## src/rtl/parking_sensor_conditioner.sv

```systemverilog
// Beam-sensor conditioning for the parking entry/exit FSM.
// Each raw beam input is synchronised, debounced by a confirm state machine,
// and watched for an abnormally long blocked period (stuck sensor).
// Rejected glitches from both channels are totalled in a saturating counter.

module parking_sensor_channel #(
    parameter int DEBOUNCE_CYCLES = 4,
    parameter int STUCK_CYCLES    = 1000
) (
    input  logic clk,
    input  logic reset,
    input  logic raw,
    output logic level,
    output logic glitch,
    output logic stuck_hit
);

    localparam int CW = $clog2(DEBOUNCE_CYCLES + 1);
    localparam int HW = $clog2(STUCK_CYCLES + 1);
    localparam logic [CW-1:0] DEB_LAST = CW'(DEBOUNCE_CYCLES);
    localparam logic [HW-1:0] HOLD_MAX = HW'(STUCK_CYCLES);

    typedef enum logic [1:0] {
        STABLE_LO = 2'd0,
        CONF_HI   = 2'd1,
        STABLE_HI = 2'd2,
        CONF_LO   = 2'd3
    } deb_state_t;

    logic [1:0]    sync_r;
    deb_state_t    state_r;
    logic [CW-1:0] cnt_r;
    logic          level_r;
    logic [HW-1:0] hold_r;
    logic          s_s;
    logic [CW-1:0] cnt_inc_s;
    logic          glitch_s;
    logic          stuck_hit_s;

    // Synchronised sample, next confirm count, glitch and stuck-threshold events.
    always_comb begin
        s_s         = sync_r[1];
        cnt_inc_s   = cnt_r + CW'(1);
        glitch_s    = ((state_r == CONF_HI) && !s_s) || ((state_r == CONF_LO) && s_s);
        stuck_hit_s = level_r && (hold_r == (HOLD_MAX - HW'(1)));
    end

    // Two-flop synchroniser plus debounce FSM; the clean level is registered with the state.
    always_ff @(posedge clk) begin
        if (reset) begin
            sync_r  <= 2'b00;
            state_r <= STABLE_LO;
            cnt_r   <= '0;
            level_r <= 1'b0;
        end else begin
            sync_r <= {sync_r[0], raw};
            case (state_r)
                STABLE_LO: begin
                    if (s_s) begin
                        if (DEBOUNCE_CYCLES == 1) begin
                            state_r <= STABLE_HI;
                            level_r <= 1'b1;
                            cnt_r   <= '0;
                        end else begin
                            state_r <= CONF_HI;
                            cnt_r   <= CW'(1);
                        end
                    end else begin
                        state_r <= STABLE_LO;
                    end
                end
                CONF_HI: begin
                    if (s_s) begin
                        if (cnt_inc_s == DEB_LAST) begin
                            state_r <= STABLE_HI;
                            level_r <= 1'b1;
                            cnt_r   <= '0;
                        end else begin
                            cnt_r <= cnt_inc_s;
                        end
                    end else begin
                        state_r <= STABLE_LO;
                        cnt_r   <= '0;
                    end
                end
                STABLE_HI: begin
                    if (!s_s) begin
                        if (DEBOUNCE_CYCLES == 1) begin
                            state_r <= STABLE_LO;
                            level_r <= 1'b0;
                            cnt_r   <= '0;
                        end else begin
                            state_r <= CONF_LO;
                            cnt_r   <= CW'(1);
                        end
                    end else begin
                        state_r <= STABLE_HI;
                    end
                end
                CONF_LO: begin
                    if (!s_s) begin
                        if (cnt_inc_s == DEB_LAST) begin
                            state_r <= STABLE_LO;
                            level_r <= 1'b0;
                            cnt_r   <= '0;
                        end else begin
                            cnt_r <= cnt_inc_s;
                        end
                    end else begin
                        state_r <= STABLE_HI;
                        cnt_r   <= '0;
                    end
                end
                default: begin
                    state_r <= STABLE_LO;
                    level_r <= 1'b0;
                    cnt_r   <= '0;
                end
            endcase
        end
    end

    // Hold counter: consecutive cycles the clean level has been high, saturating.
    always_ff @(posedge clk) begin
        if (reset) begin
            hold_r <= '0;
        end else if (!level_r) begin
            hold_r <= '0;
        end else if (hold_r != HOLD_MAX) begin
            hold_r <= hold_r + HW'(1);
        end else begin
            hold_r <= hold_r;
        end
    end

    assign level     = level_r;
    assign glitch    = glitch_s;
    assign stuck_hit = stuck_hit_s;

endmodule

module parking_sensor_conditioner #(
    parameter int DEBOUNCE_CYCLES = 4,
    parameter int STUCK_CYCLES    = 1000
) (
    input  logic       clk,
    input  logic       reset,
    input  logic       raw_a,
    input  logic       raw_b,
    input  logic       clr,
    output logic       a,
    output logic       b,
    output logic       fault_a,
    output logic       fault_b,
    output logic [7:0] glitch_count
);

    logic       level_a_s;
    logic       level_b_s;
    logic       glitch_a_s;
    logic       glitch_b_s;
    logic       stuck_a_s;
    logic       stuck_b_s;
    logic [1:0] glitch_inc_s;
    logic [8:0] glitch_sum_s;
    logic [7:0] glitch_next_s;
    logic [7:0] glitch_count_r;
    logic       fault_a_r;
    logic       fault_b_r;

    parking_sensor_channel #(
        .DEBOUNCE_CYCLES(DEBOUNCE_CYCLES),
        .STUCK_CYCLES   (STUCK_CYCLES)
    ) u_chan_a (
        .clk      (clk),
        .reset    (reset),
        .raw      (raw_a),
        .level    (level_a_s),
        .glitch   (glitch_a_s),
        .stuck_hit(stuck_a_s)
    );

    parking_sensor_channel #(
        .DEBOUNCE_CYCLES(DEBOUNCE_CYCLES),
        .STUCK_CYCLES   (STUCK_CYCLES)
    ) u_chan_b (
        .clk      (clk),
        .reset    (reset),
        .raw      (raw_b),
        .level    (level_b_s),
        .glitch   (glitch_b_s),
        .stuck_hit(stuck_b_s)
    );

    // Per-cycle glitch total (0..2) added to the running count, clamped at 255.
    always_comb begin
        glitch_inc_s = {1'b0, glitch_a_s} + {1'b0, glitch_b_s};
        glitch_sum_s = {1'b0, glitch_count_r} + {7'd0, glitch_inc_s};
        if (glitch_sum_s[8]) begin
            glitch_next_s = 8'hFF;
        end else begin
            glitch_next_s = glitch_sum_s[7:0];
        end
    end

    // Glitch counter; on clr only this cycle's glitches survive.
    always_ff @(posedge clk) begin
        if (reset) begin
            glitch_count_r <= 8'd0;
        end else if (clr) begin
            glitch_count_r <= {6'd0, glitch_inc_s};
        end else begin
            glitch_count_r <= glitch_next_s;
        end
    end

    // Sticky stuck-sensor flags; a fault arriving with clr still sets the flag.
    always_ff @(posedge clk) begin
        if (reset) begin
            fault_a_r <= 1'b0;
            fault_b_r <= 1'b0;
        end else begin
            if (stuck_a_s) begin
                fault_a_r <= 1'b1;
            end else if (clr) begin
                fault_a_r <= 1'b0;
            end else begin
                fault_a_r <= fault_a_r;
            end
            if (stuck_b_s) begin
                fault_b_r <= 1'b1;
            end else if (clr) begin
                fault_b_r <= 1'b0;
            end else begin
                fault_b_r <= fault_b_r;
            end
        end
    end

    assign a            = level_a_s;
    assign b            = level_b_s;
    assign fault_a      = fault_a_r;
    assign fault_b      = fault_b_r;
    assign glitch_count = glitch_count_r;

endmodule

```

## config.mk

```make
export PLATFORM = sky130hd
export DESIGN_NAME = parking_sensor_conditioner
export DESIGN_NICKNAME = d
export VERILOG_FILES = /design/src/rtl/parking_sensor_conditioner.sv
export SDC_FILE = /design/constraint.sdc
export NUM_CORES = 1
export LEC_CHECK = 0
export BUFFER_PORTS_ARGS = -buffer_cell sky130_fd_sc_hd__buf_2
export CAP_MARGIN = 20
export CORE_ASPECT_RATIO = 0.8
export CORE_MARGIN = 1.5
export CORE_UTILIZATION = 53
export DETAILED_ROUTE_END_ITERATION = 10
export PLACE_DENSITY_LB_ADDON = 0.2
export SYNTH_ARGS = -nofsm -noshare
export SYNTH_HDL_FRONTEND = slang
export SYNTH_HIERARCHICAL = 1
export SYNTH_SLANG_ARGS = --single-unit
export TNS_END_PERCENT = 20
```

## constraint.sdc

```tcl
create_clock -name clk -period 2.25 [get_ports clk]
set_input_delay 0.1125 -clock clk [delete_from_list [all_inputs] [get_ports clk]]
set_output_delay 0.1125 -clock clk [all_outputs]
set_load 0.01 [all_outputs]
```

==> results.toml, run 1 <==
[final_layout]
multi_input_area_um2 = 1315
syn_to_final_growth_pct = 16.41
final_cell_mix = "dfxtp_1, a21oi_1, inv_1"
nNetsFinal = 304
antennaDiodeCount = 0
regArea_um2 = 925.9
drive_gt1_share_pct = 21.25
final_common_cell = "dfxtp_1"
num-fill-cells = 370

[power_and_ir_drop]
p_int_mw = 1.062
pwr-share-seq_pct = 60.8
p_total_mw = 1.363
ir_worst_vdd_v = 0.0004104
p_leak_nw = 0.9608
powerDensity_nw_per_um2 = 515.2
power.share.switching_pct = 22.04
power_switching_mw = 0.3004
p_clk_share_pct = 35.0
combPwrFrac_pct = 4.3

[placement]
hpwlAfterDp_um = 3092
routabilityCongestion = 0.7798
portBuffers = 16
dpl_worst_slack_ns = -0.07255

[yosys]
synthSimpleGateAreaFrac_pct = 27.04
syn_area_per_cell_um2 = 8.946
synth-xor-area-share_pct = 5.011
ys_ff_latch = 46
synth_top_family_by_area = "simple AND/OR/NAND/NOR gates"
syn-num-nets = 271
synth_area_leaders = "dfxtp_1, ha_1, a21oi_1"
synthAdderAreaFrac_pct = 6.938
synth_top_area_share_pct = 40.53
synth_cells = 254
synth_compound_area_share_pct = 15.80
yosysUniqueCellTypes = 43
synthMuxAreaShare_pct = 0.8811
synth_largest_area_cell = "dfxtp_1"
ys_seq_area_share_pct = 40.53
yosys_warnings = 6
netlist_area_um2 = 2272

[global_routing]
grt_pass1_wl_um = 6982
track_usage_pct = 18.95
antenna_found_initial = 0
grt_pass1_vias = 1538
grt_overflow = 0
grt_max_degree = 27

[setup_path]
crit_arrival_ns = 2.50
r2r_start = "u_chan_a/sync_r[1]$_SDFF_PP0_"
path_class = "reg2reg"
r2r_cells = 9
ff2ff_setup_slack_ns = -0.05
worstPathCellList = "xnor2_2 -> and2_4 -> ha_4 -> ha_4 -> inv_2 -> fa_2 -> and4b_2 -> nand4_4 -> a221oi_2"
worstPathRequired_ns = 2.45
critPathLaunchType = "flip-flop"
worst_path_most_repeated_cell = "ha_4"
end_kind = "flip-flop"
crit_path_max_incr_delay_ns = 0.39
worst-path-max-fanout = 5
reg2reg_to = "glitch_count[0]$_SDFF_PP0_"
cpMaxStageDelayCell = "fa_2"

[sta]
setup_slack_ns = -0.05160
worst_pin_slew_ns = 0.5149
hold_viol = 0
setup_violations = 3
period_minus_slack_ns = 2.302
finClkSkew_ns = 0.009455
fmax_ghz = 0.4345
maxSlewViolCount = 0
period_share_pct = 102.3
slew_headroom_pct = 65.67
rsz0062_at_grt = "true"

[clocking]
cts_made_buffers = 5
worstSkewPairLatency_ns = 0.29
clk_pin_slew_ns = 0.07
cts-root-buf = "clkbuf_8"
cts_sinks = 46
postCtsHoldBufs = 0
cts_buffer_depth = 2
cts_tree = "built"
htreeDepth = 2

[die]
rows = 21
die_x_um = 76.21
start_util_pct = 54.73
ioPinCount = 17
dieArea_um2 = 4692
die_h_um = 61.57
fp.coreArea_um2 = 4151

[route]
detail-route-antenna-nets = 0
vias = 1932
post_drt_wl_per_cell_um = 13.12
drt_iter0_markers = 126
routed_via_density = 5.616
drt_wl_total_um = 4513
route.detailed.drc = 0
dr.pass1.iters = 4

[outcome]
status = "finished, violations left"
violations = "negative setup slack"

[min_path]
min_path_cells = 2
hp-class = "in2reg"
hp-start = "raw_a"
hold_path_end = "u_chan_a/sync_r[0]$_SDFF_PP0_"

[job]
drv_cap = 0
## registers in the layout (all words and copies together) (netlist names), named ones only
name,flops
u_chan_b/cnt_r,3
u_chan_a/state_r,1
u_chan_b/level,1
u_chan_a/sync_r,2
u_chan_b/hold_r,10
u_chan_a/cnt_r,3
glitch_count,8
fault_a,1
fault_b,1
u_chan_b/sync_r,2
u_chan_a/level,1
u_chan_b/state_r,1
u_chan_a/hold_r,10
## worst max-delay path: cells and delay by family, from the launching register on
| family | cells | cell delay [ns] |
|---|---|---|
| AOI/OAI and AO/OA | 1 | 0.27 |
| xor gates and xnor gates | 1 | 0.13 |
| adders and majority gates | 3 | 0.79 |
| buffers and inverters | 1 | 0.04 |
| DFF | 1 | 0.34 |
| and+or+nand+nor | 3 | 0.64 |
## synthesized netlist by cell type
library cell,number
a211oi_1,2
a21oi_1,19
a221oi_2,1
a311oi_2,1
a31oi_1,5
and2_1,2
and3_1,2
and3b_1,1
and4_2,1
and4b_1,1
clkbuf_1,4
dfxtp_1,46
fa_1,1
ha_1,11
inv_1,19
mux2i_1,2
nand2_1,10
nand2_2,3
nand2b_1,4
nand3_1,10
nand3b_1,8
nand4_1,6
nand4_2,3
nand4b_1,2
nor2_1,13
nor2b_1,10
nor3_1,11
nor3b_1,2
nor4_1,2
o2111ai_1,2
o211ai_1,4
o21a_1,2
o21ai_0,9
o22ai_1,2
o311a_1,1
o31a_2,2
o31ai_1,5
or2_2,1
or3_1,5
or3_2,2
or4_1,4
xnor2_1,6
xor2_1,7
## cell type report
type | instances | share of cell area [%]
Tap cell | 57 | 2.696
Clock buffer | 7 | 2.886
Sequential cell | 46 | 35.00
Timing Repair Buffer | 30 | 7.001
Multi-Input combinational cell | 185 | 49.72
Inverter | 19 | 2.696
## power by group through the flow
stage	registers (mW)	logic [mW]	clock network (mW)
final	0.828	0.0580	0.477
after floorplan	0.848	0.0299	0
after global routing	0.830	0.0644	0.531
after global placement	0.846	0.0515	0
after CTS	0.827	0.0526	0.488
after detailed placement	0.847	0.0525	0
## repair_timing
item,in CTS,in global routing
pin swaps,0,7
setup endpoints to repair,3,8
gates resized for setup,1,8
setup buffers,0,3
hold endpoints to repair,0,0
## worst max-delay path by stage
| stage | start | slack (ns) | cells past startpoint | to |
|---|---|---|---|---|
| 6_report | u_chan_a/sync_r[1]$_SDFF_PP0_ | -0.05 | 9 | glitch_count[0]$_SDFF_PP0_ |
| 5_1_grt | u_chan_b/sync_r[1]$_SDFF_PP0_ | -0.14 | 9 | glitch_count[0]$_SDFF_PP0_ |
| 4_1_cts | u_chan_a/sync_r[1]$_SDFF_PP0_ | -0.07 | 9 | glitch_count[0]$_SDFF_PP0_ |
| 3_5_place_dp | u_chan_a/sync_r[1]$_SDFF_PP0_ | -0.07 | 9 | glitch_count[0]$_SDFF_PP0_ |
| 3_3_place_gp | flip-flop | 0.01 | 9 | glitch_count[0]$_SDFF_PP0_ |
| 2_1_floorplan | flip-flop | -0.009 | 9 | glitch_count[0]$_SDFF_PP0_ |
## through the flow
stage	hold WS, ns	TNS, ns	std cells	instance area (um2)	utilization [%]
finish	0.03337	-0.1105	344	2645	63.71
global route	0.02890	-0.3509	344	2645	63.71
CTS	0.02148	-0.1674	341	2584	62.24
detailed placement	0.3285	-0.1113	334	2499	60.19
global placement	0.3252	0	334	2499	60.19
floorplan	0.1787	-0.008531	254	2280	-
## cells by family (layout without fill, tap and decap cells)
kind of cell	count (synthesis)	in the layout
flops	46	46
xor+xnor	13	13
fa+ha+maj	12	12
simple gates	103	103
compound gates	55	55
mux	2	2
buf+inv	23	56
## metal layers
layer | global-route usage, % | wire, um
met2 | 29.85 | 2104
met4 | 5.026 | 0
met3 | 5.778 | 108
met1 | 25.75 | 2300
met5 | 0 | 0
No activity file was read; power rests on OpenSTA's default activity.
==> inputs of run 2 (changes only) <==
==> constraint.sdc (replaced) <==
create_clock -name clk -period 2 [get_ports clk]
set_input_delay 0.4 -clock clk [delete_from_list [all_inputs] [get_ports clk]]
set_output_delay 0.4 -clock clk [all_outputs]
set_load 0.01 [all_outputs]
==> results.toml, run 2 (synthesized netlist as in run 1, its figures left out) <==
[min_path]
hp-class = "in2reg"

[die]
rows = 21
ioPinCount = 17
dieArea_um2 = 4692
die_h_um = 61.57
fp.coreArea_um2 = 4151
die_x_um = 76.21
start_util_pct = 54.73

[clocking]
worstSkewPairLatency_ns = 0.30
clk_pin_slew_ns = 0.08
cts_made_buffers = 5
postCtsHoldBufs = 0
cts_tree = "built"
cts-root-buf = "clkbuf_8"
htreeDepth = 2
cts_buffer_depth = 2
cts_sinks = 46

[route]
detail-route-antenna-nets = 0
post_drt_wl_per_cell_um = 12.80
dr.pass1.iters = 4
drt_wl_total_um = 4392
drt_iter0_markers = 85
route.detailed.drc = 0
vias = 1879
routed_via_density = 5.478

[placement]
hpwlAfterDp_um = 3001
placed_cell_area_um2 = 2506
portBuffers = 16
dpl_worst_slack_ns = -0.2790
routabilityCongestion = 0.7976

[setup_path]
worstPathRequired_ns = 2.21
end_kind = "flip-flop"
path_class = "reg2reg"
worst-path-max-fanout = 5
critPathLaunchType = "flip-flop"
crit_arrival_ns = 2.48

[power_and_ir_drop]
power.share.switching_pct = 22.20
p_total_mw = 1.535
p_leak_nw = 0.9591
power_switching_mw = 0.3408
powerDensity_nw_per_um2 = 579.6
ir_worst_vdd_v = 0.0004775
combPwrFrac_pct = 4.2
pwr-share-seq_pct = 60.7
p_clk_share_pct = 35.1
p_int_mw = 1.194

[final_layout]
syn_to_final_growth_pct = 16.57
antennaDiodeCount = 0
final_cell_mix = "dfxtp_1, a21oi_1, inv_1"
fin_util_pct = 63.80
final_common_cell = "dfxtp_1"
nNetsFinal = 303
stdcell_area_um2 = 2649
drive_gt1_share_pct = 21.33

[sta]
fmax_ghz = 0.4413
rsz0062_at_grt = "true"
hold_viol = 0
finClkSkew_ns = 0.008451
period_minus_slack_ns = 2.266
setup_violations = 8
period_share_pct = 113.3
setup_slack_ns = -0.2659
slew_headroom_pct = 65.77
maxSlewViolCount = 0
worst_pin_slew_ns = 0.5134

[global_routing]
grt_pass1_wl_um = 7182
grt_pass1_vias = 1579
grt_overflow = 0
antenna_found_initial = 0
grt_max_degree = 27
track_usage_pct = 19.76

[job]
drv_cap = 0

[outcome]
status = "finished, violations left"
violations = "negative setup slack"
run 2: cell types whose count changed in the layout (fill, tap and decap cells not counted), sizes merged:
cell and change:
buf -1
run 2: final cells by class:
cell class / count / area (um2)
fillers: 380 / 1503
multi-input cells: 185 / 1323
flip-flops and latches: 46 / 925.9
repair buffers: 29 / 181.4
clock buffers: 7 / 76.32
inverters: 19 / 71.32
well taps: 57 / 71.32
run 2: final timing paths:
kind	endpoint	from	slack (ns)	depth (start not counted)
worst max-delay path	glitch_count[0]$_SDFF_PP0_	flip-flop	-0.27	9
worst min-delay path	u_chan_b/sync_r[0]$_SDFF_PP0_	raw_b	0.31	2
worst max register to register	glitch_count[0]$_SDFF_PP0_	flip-flop	-0.27	9
worst min register to register	u_chan_a/sync_r[1]$_SDFF_PP0_	u_chan_a/sync_r[0]$_SDFF_PP0_	0.44	1
run 2: repair_timing:
item | in CTS | in global routing
resized for setup | 1 | 11
endpoints found under the setup margin | 8 | 8
buffers inserted | 0 | 1
pin swaps | 0 | 6
run 2: per-layer routing:
metal	track usage [%]	wire, um	vias up
met2	30.23	1919	25
met5	0	0	-
li1	-	-	990
met4	6.614	55	0
met1	26.82	2252	858
met3	6.370	164	6
run 2: metrics by stage:
step | std cells | TNS [ns] | hold WS [ns]
final | 343 | -1.173 | 0.3059
after CTS | 342 | -1.664 | 0.2952
after global routing | 343 | -1.895 | 0.2931
after floorplan | 254 | -1.223 | 0.4137
after global placement | 335 | -1.226 | 0.4246
after detailed placement | 335 | -1.562 | 0.4230
run 2: critical path, cell delays in order (launching register included):
cell	delay (ns)
dfxtp_2	0.34
xnor2_2	0.13
and2_4	0.15
ha_4	0.27
ha_4	0.13
inv_2	0.04
fa_2	0.35
and4b_2	0.34
nand4_4	0.16
a221oi_2	0.27
run 2: power by group through the flow:
| stage | Sequential [mW] | Combinational [mW] | Clock, mW |
|---|---|---|---|
| after floorplan | 0.953 | 0.0337 | 0 |
| after global placement | 0.952 | 0.0581 | 0 |
| after detailed placement | 0.953 | 0.0582 | 0 |
| after CTS | 0.931 | 0.0585 | 0.554 |
| after global routing | 0.934 | 0.0721 | 0.593 |
| final | 0.932 | 0.0638 | 0.539 |
==> inputs of run 3 (changes only) <==
--- a/config.mk
+++ b/config.mk
@@ -7,7 +7,6 @@
 export LEC_CHECK = 0
 export BUFFER_PORTS_ARGS = -buffer_cell sky130_fd_sc_hd__buf_2
 export CAP_MARGIN = 20
-export CORE_ASPECT_RATIO = 0.8
 export CORE_MARGIN = 1.5
 export CORE_UTILIZATION = 53
 export DETAILED_ROUTE_END_ITERATION = 10
==> results.toml, run 3 (synthesized netlist as in run 1, its figures left out) <==
[final_layout]
stdcell_area_um2 = 2690
final_cells = 339
fin_util_pct = 66.30
final_common_cell = "dfxtp_1"
antennaDiodeCount = 0
syn_to_final_growth_pct = 18.39
drive_gt1_share_pct = 22.84
nNetsFinal = 305
final_cell_mix = "dfxtp_1, a21oi_1, inv_1"

[sta]
period_share_pct = 112.0
slew_headroom_pct = 65.72
worst_pin_slew_ns = 0.5142
setup_slack_ns = -0.2397
hold_viol = 0
maxSlewViolCount = 0
setup_violations = 8
setup_tns_ns = -1.329
finClkSkew_ns = 0.005279
period_minus_slack_ns = 2.240
rsz0062_at_grt = "true"
fmax_ghz = 0.4465

[global_routing]
grt_pass1_vias = 1706
track_usage_pct = 21.16
grt_max_degree = 27
grt_overflow = 0
grt_pass1_wl_um = 7369
antenna_found_initial = 0

[die]
fp.coreArea_um2 = 4058
dieArea_um2 = 4689
start_util_pct = 56.00
ioPinCount = 17
rows = 23
die_x_um = 68.48
die_h_um = 68.48

[setup_path]
path_class = "reg2reg"
critical_path.top_delay_family = "simple AND/OR/NAND/NOR gates"
end_kind = "flip-flop"
worst-path-max-fanout = 3
cp_num_buf_inv = 2
critPathLaunchType = "flip-flop"
worstPathCellList = "xnor2_2 -> and2_4 -> ha_4 -> ha_4 -> inv_2 -> fa_2 -> and4b_2 -> buf_6 -> and4_4 -> nor3_1"
worstPathRequired_ns = 2.20
cpMaxStageDelayCell = "dfxtp_2"
crit_arrival_ns = 2.44
crit_path_max_incr_delay_ns = 0.34
worst_path_most_repeated_cell = "ha_4"

[clocking]
clk_pin_slew_ns = 0.08
worstSkewPairLatency_ns = 0.30
cts_tree = "built"
cts_buffer_depth = 2
cts-root-buf = "clkbuf_8"
htreeDepth = 2
cts_made_buffers = 5
cts_sinks = 46
postCtsHoldBufs = 0

[route]
routed_via_density = 5.658
detail-route-antenna-nets = 0
dr.pass1.iters = 5
vias = 1918
drt_iter0_markers = 122
post_drt_wl_per_cell_um = 13.54
route.detailed.drc = 0
drt_wl_total_um = 4590

[power_and_ir_drop]
p_leak_nw = 0.9874
ir_worst_vdd_v = 0.0006343
powerDensity_nw_per_um2 = 615.4

[placement]
hpwlAfterDp_um = 3119
placed_cell_area_um2 = 2497
dp.cells = 328
dpl_worst_slack_ns = -0.3102
routabilityCongestion = 0.8197
portBuffers = 16

[job]
drv_cap = 0

[outcome]
status = "finished, violations left"
violations = "negative setup slack"

[min_path]
hp-class = "in2reg"
[run 3: cell count changes in the layout (fill, tap and decap cells not counted), sizes merged]
cell | previous run | this run
buf | 29 | 31
clkbuf | 7 | 8
[run 3: stage by stage]
step           total power [mW]  hold slack [ns]
4_1_cts                   1.673           0.2874
2_1_floorplan            0.9871           0.4137
6_report                  1.655           0.2994
3_5_place_dp              1.012           0.4254
5_1_grt                   1.716           0.2937
3_3_place_gp              1.011           0.4243
[run 3: repair_timing]
| action | CTS | global route |
|---|---|---|
| gates cloned | 0 | 0 |
| pin swaps | 7 | 5 |
| gates resized for setup | 13 | 0 |
| buffers inserted | 3 | 0 |
| setup endpoints to repair | 8 | 8 |
[run 3: per-layer routing]
| metal | up-vias | track usage (%) | wire length, um |
|---|---|---|---|
| met4 | 0 | 6.750 | 45 |
| met2 | 31 | 33.89 | 2116 |
| met1 | 893 | 27.25 | 2270 |
| met5 | - | 0 | 0 |
| li1 | 990 | - | - |
| met3 | 4 | 6.086 | 158 |
[run 3: worst paths after layout]
path	endpoint	start	slack (ns)	cells past startpoint
setup / recovery	glitch_count[6]$_SDFF_PP0_	flip-flop	-0.24	10
hold / removal	u_chan_b/sync_r[0]$_SDFF_PP0_	raw_b	0.30	2
setup reg to reg	glitch_count[6]$_SDFF_PP0_	flip-flop	-0.24	10
hold reg to reg	u_chan_b/sync_r[1]$_SDFF_PP0_	u_chan_b/sync_r[0]$_SDFF_PP0_	0.44	1
[run 3: area by class of cell]
cell class	count	area (um2)
fillers	363	1368
clock buffers	8	110.1
repair buffers	31	196.4
multi-input cells	185	1324
flip-flops and latches	46	925.9
inverters	19	71.32
well taps	50	62.56
[run 3: power by group]
part	internal (mW)	switching (mW)
clock network	0.349	0.308
registers	0.925	0.00798
logic	0.0298	0.0362
